## src/rtl/instr_encoder.sv

```systemverilog
// instr_encoder: single-register-stage RV32I instruction encoder with a running byte-address counter.
// Defining INSTR_ENCODER_IMM_CHECK_EN flags immediates that do not fit their format.
module instr_encoder #(
   parameter logic [31:0] BASE_ADDR = 32'h0000_0000
) (
   input  logic        clk,
   input  logic        rst_n,
   input  logic        clr,
   input  logic        in_valid,
   output logic        in_ready,
   input  logic [5:0]  in_op,
   input  logic [4:0]  in_rd,
   input  logic [4:0]  in_rs1,
   input  logic [4:0]  in_rs2,
   input  logic [31:0] in_imm,
   output logic        out_valid,
   input  logic        out_ready,
   output logic [31:0] out_instr,
   output logic [31:0] out_addr,
   output logic        out_err
);

   typedef enum logic [3:0] {
      FMT_R, FMT_I, FMT_S, FMT_B, FMT_U, FMT_J, FMT_SH, FMT_FIX, FMT_ILL
   } fmt_t;

   localparam logic [6:0] OPC_LUI    = 7'b0110111;
   localparam logic [6:0] OPC_AUIPC  = 7'b0010111;
   localparam logic [6:0] OPC_JAL    = 7'b1101111;
   localparam logic [6:0] OPC_JALR   = 7'b1100111;
   localparam logic [6:0] OPC_BRANCH = 7'b1100011;
   localparam logic [6:0] OPC_LOAD   = 7'b0000011;
   localparam logic [6:0] OPC_STORE  = 7'b0100011;
   localparam logic [6:0] OPC_OPIMM  = 7'b0010011;
   localparam logic [6:0] OPC_OP     = 7'b0110011;
   localparam logic [6:0] OPC_FENCE  = 7'b0001111;
   localparam logic [6:0] F7_ALT     = 7'b0100000;

   localparam logic [31:0] NOP_WORD    = 32'h0000_0013;
   localparam logic [31:0] ECALL_WORD  = 32'h0000_0073;
   localparam logic [31:0] EBREAK_WORD = 32'h0010_0073;

   fmt_t        fmt;
   logic [6:0]  opc;
   logic [2:0]  f3;
   logic [6:0]  f7;
   logic [31:0] fixed_word;
   logic [31:0] enc_word;
   logic        enc_err;
   logic        accept;
   logic        xfer;

   // Handshake: a side transfers when its valid and ready are both high in the same cycle.
   // Ready is held low during reset and clear so nothing is taken while state is being wiped.
   assign in_ready = rst_n && !clr && (!out_valid || out_ready);
   assign accept   = in_valid && in_ready;
   assign xfer     = out_valid && out_ready;

   // Operation decode into format, major opcode and function fields.
   always_comb begin
      fmt        = FMT_ILL;
      opc        = OPC_OPIMM;
      f3         = 3'b000;
      f7         = 7'b0000000;
      fixed_word = NOP_WORD;
      case (in_op)
         6'd0:  begin fmt = FMT_U;  opc = OPC_LUI;    end
         6'd1:  begin fmt = FMT_U;  opc = OPC_AUIPC;  end
         6'd2:  begin fmt = FMT_J;  opc = OPC_JAL;    end
         6'd3:  begin fmt = FMT_I;  opc = OPC_JALR;   f3 = 3'b000; end
         6'd4:  begin fmt = FMT_B;  opc = OPC_BRANCH; f3 = 3'b000; end
         6'd5:  begin fmt = FMT_B;  opc = OPC_BRANCH; f3 = 3'b001; end
         6'd6:  begin fmt = FMT_B;  opc = OPC_BRANCH; f3 = 3'b100; end
         6'd7:  begin fmt = FMT_B;  opc = OPC_BRANCH; f3 = 3'b101; end
         6'd8:  begin fmt = FMT_B;  opc = OPC_BRANCH; f3 = 3'b110; end
         6'd9:  begin fmt = FMT_B;  opc = OPC_BRANCH; f3 = 3'b111; end
         6'd10: begin fmt = FMT_I;  opc = OPC_LOAD;   f3 = 3'b000; end
         6'd11: begin fmt = FMT_I;  opc = OPC_LOAD;   f3 = 3'b001; end
         6'd12: begin fmt = FMT_I;  opc = OPC_LOAD;   f3 = 3'b010; end
         6'd13: begin fmt = FMT_I;  opc = OPC_LOAD;   f3 = 3'b100; end
         6'd14: begin fmt = FMT_I;  opc = OPC_LOAD;   f3 = 3'b101; end
         6'd15: begin fmt = FMT_S;  opc = OPC_STORE;  f3 = 3'b000; end
         6'd16: begin fmt = FMT_S;  opc = OPC_STORE;  f3 = 3'b001; end
         6'd17: begin fmt = FMT_S;  opc = OPC_STORE;  f3 = 3'b010; end
         6'd18: begin fmt = FMT_I;  opc = OPC_OPIMM;  f3 = 3'b000; end
         6'd19: begin fmt = FMT_I;  opc = OPC_OPIMM;  f3 = 3'b010; end
         6'd20: begin fmt = FMT_I;  opc = OPC_OPIMM;  f3 = 3'b011; end
         6'd21: begin fmt = FMT_I;  opc = OPC_OPIMM;  f3 = 3'b100; end
         6'd22: begin fmt = FMT_I;  opc = OPC_OPIMM;  f3 = 3'b110; end
         6'd23: begin fmt = FMT_I;  opc = OPC_OPIMM;  f3 = 3'b111; end
         6'd24: begin fmt = FMT_SH; opc = OPC_OPIMM;  f3 = 3'b001; end
         6'd25: begin fmt = FMT_SH; opc = OPC_OPIMM;  f3 = 3'b101; end
         6'd26: begin fmt = FMT_SH; opc = OPC_OPIMM;  f3 = 3'b101; f7 = F7_ALT; end
         6'd27: begin fmt = FMT_R;  opc = OPC_OP;     f3 = 3'b000; end
         6'd28: begin fmt = FMT_R;  opc = OPC_OP;     f3 = 3'b000; f7 = F7_ALT; end
         6'd29: begin fmt = FMT_R;  opc = OPC_OP;     f3 = 3'b001; end
         6'd30: begin fmt = FMT_R;  opc = OPC_OP;     f3 = 3'b010; end
         6'd31: begin fmt = FMT_R;  opc = OPC_OP;     f3 = 3'b011; end
         6'd32: begin fmt = FMT_R;  opc = OPC_OP;     f3 = 3'b100; end
         6'd33: begin fmt = FMT_R;  opc = OPC_OP;     f3 = 3'b101; end
         6'd34: begin fmt = FMT_R;  opc = OPC_OP;     f3 = 3'b101; f7 = F7_ALT; end
         6'd35: begin fmt = FMT_R;  opc = OPC_OP;     f3 = 3'b110; end
         6'd36: begin fmt = FMT_R;  opc = OPC_OP;     f3 = 3'b111; end
         6'd37: begin fmt = FMT_I;  opc = OPC_FENCE;  f3 = 3'b000; end
         6'd38: begin fmt = FMT_FIX; fixed_word = ECALL_WORD;  end
         6'd39: begin fmt = FMT_FIX; fixed_word = EBREAK_WORD; end
         default: fmt = FMT_ILL;
      endcase
   end

   // Word assembly; immediates outside the field width are truncated.
   always_comb begin
      enc_word = NOP_WORD;
      case (fmt)
         FMT_R:   enc_word = {f7, in_rs2, in_rs1, f3, in_rd, opc};
         FMT_SH:  enc_word = {f7, in_imm[4:0], in_rs1, f3, in_rd, opc};
         FMT_I:   enc_word = {in_imm[11:0], in_rs1, f3, in_rd, opc};
         FMT_S:   enc_word = {in_imm[11:5], in_rs2, in_rs1, f3, in_imm[4:0], opc};
         FMT_B:   enc_word = {in_imm[12], in_imm[10:5], in_rs2, in_rs1, f3,
                              in_imm[4:1], in_imm[11], opc};
         FMT_U:   enc_word = {in_imm[31:12], in_rd, opc};
         FMT_J:   enc_word = {in_imm[20], in_imm[10:1], in_imm[11], in_imm[19:12], in_rd, opc};
         FMT_FIX: enc_word = fixed_word;
         default: enc_word = NOP_WORD;
      endcase
   end

`ifdef INSTR_ENCODER_IMM_CHECK_EN
   logic i_bad;
   logic b_bad;
   logic j_bad;
   logic sh_bad;
   logic u_bad;
   logic imm_bad;

   // An immediate fits when every bit above the field's sign bit copies that sign bit.
   assign i_bad  = !((&in_imm[31:11]) || !(|in_imm[31:11]));
   assign b_bad  = !((&in_imm[31:12]) || !(|in_imm[31:12])) || in_imm[0];
   assign j_bad  = !((&in_imm[31:20]) || !(|in_imm[31:20])) || in_imm[0];
   assign sh_bad = |in_imm[31:5];
   assign u_bad  = |in_imm[11:0];

   always_comb begin
      imm_bad = 1'b0;
      case (fmt)
         FMT_I, FMT_S: imm_bad = i_bad;
         FMT_B:        imm_bad = b_bad;
         FMT_J:        imm_bad = j_bad;
         FMT_SH:       imm_bad = sh_bad;
         FMT_U:        imm_bad = u_bad;
         default:      imm_bad = 1'b0;
      endcase
   end

   assign enc_err = (fmt == FMT_ILL) || imm_bad;
`else
   assign enc_err = (fmt == FMT_ILL);
`endif

   // Output stage and address counter; out_addr always names the word currently held.
   always_ff @(posedge clk or negedge rst_n) begin
      if (!rst_n) begin
         out_valid <= 1'b0;
         out_instr <= 32'h0000_0000;
         out_err   <= 1'b0;
         out_addr  <= BASE_ADDR;
      end else if (clr) begin
         out_valid <= 1'b0;
         out_addr  <= BASE_ADDR;
      end else begin
         if (xfer)
            out_addr <= out_addr + 32'd4;
         if (accept) begin
            out_valid <= 1'b1;
            out_instr <= enc_word;
            out_err   <= enc_err;
         end else if (xfer) begin
            out_valid <= 1'b0;
         end
      end
   end

endmodule

```

## config.mk

```make
export PLATFORM = sky130hd
export DESIGN_NAME = instr_encoder
export DESIGN_NICKNAME = d
export VERILOG_FILES = /design/src/rtl/instr_encoder.sv
export SDC_FILE = /design/constraint.sdc
export NUM_CORES = 1
export LEC_CHECK = 0
export BUFFER_PORTS_ARGS = -buffer_cell sky130_fd_sc_hd__buf_4
export CORE_ASPECT_RATIO = 2
export CORE_MARGIN = 2
export CORE_UTILIZATION = 52
export CTS_CLUSTER_DIAMETER = 30
export DETAILED_ROUTE_END_ITERATION = 10
export GPL_TIMING_DRIVEN = 1
export PLACE_DENSITY = 0.81
export SLEW_MARGIN = 20
export SYNTH_ARGS = -nofsm -noshare
export SYNTH_HDL_FRONTEND = slang
export SYNTH_SLANG_ARGS = --single-unit
```

## constraint.sdc

```tcl
create_clock -name clk -period 2.1 [get_ports clk]
set_clock_uncertainty 0.15 [all_clocks]
set_input_delay 0.105 -clock clk [delete_from_list [all_inputs] [get_ports clk]]
set_output_delay 0.105 -clock clk [all_outputs]
set_load 0.005 [all_outputs]
```

# Word-level counts from Yosys, hierarchy flattened
# Index checks and enable logic that the tools add are counted.
# Widths: inputs -> output; s select.
[totals]
word_cells = 92
input_bits = 58
regBits = 66
[classes]
n_reduce_logical = 28
add_sub_neg = 1
n_eq_ne = 47
n_mux = 11
bitwise_logic = 1
[op_table]
columns = ["cell", "n"]
rows = [
  ["$pmux 32 s8", 1],
  ["$eq 6x5->1 const B", 16],
  ["$mux 32", 2],
  ["$pmux 7 s9", 1],
  ["$eq 6x4->1 const B", 8],
  ["$eq 6x6->1 const B", 8],
  ["$pmux 21 s2", 1],
  ["$add 32x3->32 const B", 1],
  ["$pmux 4 s8", 1],
  ["$eq 6x3->1 const B", 4],
  ["$pmux 3 s7", 1],
  ["$eq 4x3->1 const B", 4],
  ["$reduce_or 3->1", 5],
  ["$reduce_or 13->1", 1],
  ["$eq 6x2->1 const B", 2],
  ["$reduce_or 6->1", 2],
  ["$reduce_or 10->1", 1],
  ["$reduce_or 5->1", 2],
  ["$eq 4x2->1 const B", 2],
  ["$reduce_or 4->1", 2],
  ["$eq 6x1->1 const B", 1],
  ["$logic_not 6->1", 1],
  ["$mux 6", 1],
  ["$reduce_or 2->1", 3],
  ["11 further kinds", 17],
]

# Longest topological paths before layout
[depth]
depth_word = 6
ltp_mapped = 8
mapped_depth_nobuf = 5

# Worst setup path after synthesis
# OpenSTA, ideal clock, no wires.
[synth_path]
path_kind = "register to register"
from = "register out_addr[12]"
to = "register out_addr[31]"
setup_time_ps = 120
arrival_ps = 1512
setup_slack_ps = 319
synth_period_minus_slack_ps = 1781
path_stages_with_launch = 7
cell_sequence = "dfrtp_1 > and4_1 > buf_2 > nand4_4 > nor4_1 > a21oi_1 > a31o_1"
[synth_via]
elab_chain_cells = 3
[synth_lines]
columns = ["element", "line_no", "text"]
rows = [
  ["from (decl)", "19", "output logic [31:0] out_addr,"],
  ["from (signal assigned)", "172", "out_addr <= out_addr + 32'd4;"],
  ["$add 32x3->32", "172", ""],
  ["$mux 32", "171", "if (xfer)"],
  ["$mux 32", "167", "end else if (clr) begin"],
]
# Every way passes these cells. The select of a mux whose other input is x is not followed.
# A chain may end at the register's enable or synchronous reset.

# Final worst setup path
[layout_path]
from = "input port clr"
to = "register out_instr[15]"
[layout_via]
elab_chain_cells = 5
[layout_lines]
columns = ["element", "line_no", "text"]
rows = [
  ["from (decl)", "8", "input logic clr,"],
  ["$logic_not 1->1", "55", "assign in_ready = rst_n && !clr && (!out_valid || out_ready);"],
  ["$logic_and 1x1->1 (2 in a row)", "55", ""],
  ["$logic_and 1x1->1", "56", "assign accept = in_valid && in_ready;"],
  ["$reduce_and 2->1 (no line) (*)", "--", ""],
  ["to (signal assigned)", "175", "out_instr <= enc_word;"],
  ["to (decl)", "18", "output logic [31:0] out_instr,"],
]
# Every way passes the cells marked *; elsewhere a longest branch is shown, timed or not.

==> flow_summary.json <==
{
  "reg2reg_setup_slack_ns": 0.15,
  "min_path_type": "in2reg",
  "io_buffer_count": 122,
  "num_vias": 4311,
  "holdCritStartpoint": "in_imm[23]",
  "fmax_mhz": 497,
  "dr.pass1.iters": 6,
  "relSlewSlack_pct": 46.5,
  "status": "completed",
  "internal-power_uw": 2640,
  "max-vdd-ir-drop_mv": 0.396,
  "path_max_fanout": 18,
  "seq_area_frac_synth_pct": 40.4,
  "static-leakage-power_uw": 0.00256,
  "worst_pin_slew_ns": 0.803,
  "synthCells": 444,
  "die_area_um2": 8250,
  "tns_ns": 0,
  "setup_violations": 0,
  "maxCapViolCount": 0,
  "worstPathRequired_ns": 2.22,
  "die_x_um": 65.2,
  "post-route-period-util_pct": 95.8,
  "clock_latency_ns": 0.33,
  "wl_um": 13600,
  "rows": 44,
  "crit_type": "in2reg",
  "ys_async_sr_fraction_pct": 100,
  "avgRoutedWirePerCell_um": 19.1,
  "cts_made_buffers": 9,
  "finalCriticalPeriod_ns": 2.01,
  "place_ws_ns": 0.166,
  "synth_top_area_share_pct": 40.4,
  "drc": 0,
  "design_area_um2": 5700,
  "swShare_pct": 27.1,
  "avgViaCountPerCell": 6.05,
  "finalNetCount": 674,
  "die_y_um": 126,
  "place_area_um2": 4960,
  "fin_util_pct": 78.4,
  "synth_warnings": 0,
  "dp_hpwl_um": 9600,
  "maxSlewViolCount": 0,
  "place.gp.congestion": 1.04,
  "slowest_delay_ns": 0.56,
  "coreArea_um2": 7270,
  "pwr-share-comb_pct": 21.1,
  "synth_area_leaders": "dfrtp_1, xnor2_1, nor2_1, nand2_1, o21ai_0",
  "r2r-end": "out_addr[28]$_DFFE_PN0N_",
  "power.density_nw_per_um2": 636,
  "reg2reg_depth": 7,
  "yosysTopAreaCell": "dfrtp_1",
  "pwr-share-seq_pct": 38.3,
  "startpoint_type": "primary input",
  "setup_ws_ns": 0.0891,
  "power_frac_clock_pct": 40.6,
  "synth_edf_count": 0,
  "first_global_vias": 4314,
  "io_pins": 125,
  "grt_max_degree": 64,
  "grt_usage_pct": 33.8,
  "htree_levels": 3,
  "crit_path_end_kind": "flip-flop",
  "clkSinkCount": 63,
  "crit_chain": "dlygate4sd3_1 -> buf_4 -> nor2b_1 -> nand4_1 -> nor2b_1 -> a22o_1 -> a21o_1",
  "fillCellCount": 514,
  "rsz0062_at_grt": "no",
  "layout-drive-gt1-share_pct": 29.8,
  "antenna_found_initial": 0,
  "hold_depth": 3,
  "clkTransAtPathRegs_ns": 0.06,
  "drt_iter0_drc": 444,
  "yosys_most_used_dff": "dfrtp_1",
  "crit_top_cell": "nor2b_1",
  "rr_startpoint": "out_valid$_DFFE_PN0P_",
  "syn_area_um2": 3900,
  "areaGrowthSynthToFinish_pct": 46.1,
  "syn_avg_cell_area_um2": 8.78,
  "cp_slowest_cell": "dlygate4sd3_1",
  "root_buffer": "clkbuf_16",
  "ant_nets": 0,
  "clk_path_buf_depth": 2,
  "switchingPower_uw": 981,
  "synth.distinct_cells": 65,
  "cts_tree": "yes",
  "hold_end": "out_instr[23]$_DFFE_PN0P_",
  "diodes": 0,
  "ys_seq_elements": 63,
  "crit_arrival_ns": 2.13,
  "final_hold_viol_count": 0,
  "start_util_pct": 53.7,
  "critPathLaunch": "clr",
  "gr-total-overflow": 0,
  "grt_pass1_wl_um": 21200
}
==> how the worst max path moves through the flow <==
stage | to
after detailed placement | out_instr[15]$_DFFE_PN0P_
after global routing | out_instr[19]$_DFFE_PN0P_
after global placement | out_instr[7]$_DFFE_PN0P_
after floorplan | out_addr[31]$_DFFE_PN0N_
after CTS | out_instr[13]$_DFFE_PN0P_
final | out_instr[15]$_DFFE_PN0P_
==> power by group through the flow <==
| stage | sequential (uW) | clock (uW) | combinational, uW |
|---|---|---|---|
| after floorplan | 1400 | 0 | 294 |
| after global placement | 1400 | 0 | 669 |
| after detailed placement | 1400 | 0 | 676 |
| after CTS | 1380 | 1480 | 743 |
| after global routing | 1390 | 1530 | 824 |
| final | 1390 | 1470 | 765 |
==> cell usage in the layout (no fill, tap or decap), types with 2 or more instances in the layout <==
cell | Yosys | routed
clkinv_2 | 0 | 3
nand2_1 | 37 | 37
and3_1 | 7 | 6
xor2_1 | 3 | 3
a311o_1 | 3 | 3
o221ai_1 | 4 | 4
o21ai_0 | 23 | 23
nor2_1 | 52 | 52
nor2b_1 | 15 | 15
a22o_1 | 7 | 7
a221oi_1 | 8 | 8
nor4_2 | 2 | 3
a211oi_1 | 2 | 2
o31ai_1 | 2 | 2
nand4_1 | 6 | 6
nor4_1 | 15 | 14
clkbuf_16 | 0 | 9
conb_1 | 1 | 2
a221o_1 | 4 | 4
dfrtp_1 | 63 | 63
xnor2_1 | 23 | 23
nand2b_1 | 10 | 10
buf_4 | 5 | 154
and4_1 | 2 | 2
inv_1 | 10 | 10
nand3_1 | 19 | 18
o311ai_0 | 2 | 2
nor3b_1 | 2 | 2
a21o_1 | 7 | 7
a22oi_1 | 9 | 9
o21ai_1 | 2 | 2
or3_1 | 4 | 4
nand3b_1 | 3 | 3
nor3_1 | 8 | 8
a21oi_1 | 15 | 15
dlygate4sd3_1 | 0 | 42
mux2i_1 | 3 | 3
and2_1 | 3 | 3
a31oi_1 | 4 | 4
o22ai_1 | 2 | 2
==> cells by family after synthesis <==
group	after synthesis	synth area share, %
compound gates	112	21.0
xor+xnor	26	5.84
fa+ha+maj	1	0.321
buf+inv	47	6.06
flops	63	40.4
mux	3	0.770
other cells	1	0.0962
simple gates	191	25.4
==> registers in the layout, summed over array words and instances (netlist names) <==
signal,count
out_addr,30
out_err,1
out_valid,1
out_instr,31
==> synth_stat cells (3+ instances only) <==
cell type	count
dfrtp_1	63
nor2_1	52
nand2_1	37
o21ai_0	23
xnor2_1	23
buf_2	21
nand3_1	19
a21oi_1	15
nor2b_1	15
nor4_1	15
inv_1	10
nand2b_1	10
a22oi_1	9
clkbuf_1	9
a221oi_1	8
nor3_1	8
a21o_1	7
a22o_1	7
and3_1	7
nand4_1	6
buf_4	5
a221o_1	4
a31oi_1	4
o221ai_1	4
or3_1	4
a311o_1	3
and2_1	3
mux2i_1	3
nand3b_1	3
xor2_1	3
==> routing by layer <==
layer | part of all wire (%) | GRT usage, % | wire (um) | vias to the layer above
met4 | 6.1 | 21.9 | 833 | 0
met1 | 34 | 33.7 | 4570 | 2055
met3 | 5.7 | 6.56 | 776 | 67
li1 | - | - | - | 1950
met5 | 0 | 0 | 0 | -
met2 | 55 | 61.3 | 7430 | 239
==> stage by stage <==
stage / power [uW] / hold slack [ns] / cells
floorplan: 1700 / -0.341 / 445
detailed placement: 2080 / 0.160 / 652
global route: 3750 / 0.0138 / 712
global placement: 2070 / 0.160 / 652
finish: 3620 / 0.00762 / 712
CTS: 3600 / 0.00247 / 710
==> layout make-up <==
type	instances	area [um2]	area share, %
clock buffers	10	229	4.02
clock inverters	6	61.3	1.08
inverters	10	37.5	0.659
multi-input cells	335	2100	36.9
flip-flops and latches	63	1580	27.7
well taps	92	115	2.02
repair buffers	196	1580	27.7
==> critical path, delay by kind of cell <==
kind,cells,cell delay (ns)
buf+inv,2,0.77
compound gates,2,0.28
simple gates,3,0.97
==> repair_timing <==
item / 4_1_cts / 5_1_grt
gates resized for setup: 0 / 3
endpoints found under the setup margin: 0 / 10
endpoints found under the hold margin: 100 / 0
buffers inserted: 0 / 2
hold buffers: 42 / 0
Note: power is estimated with default switching activity, not from simulation.
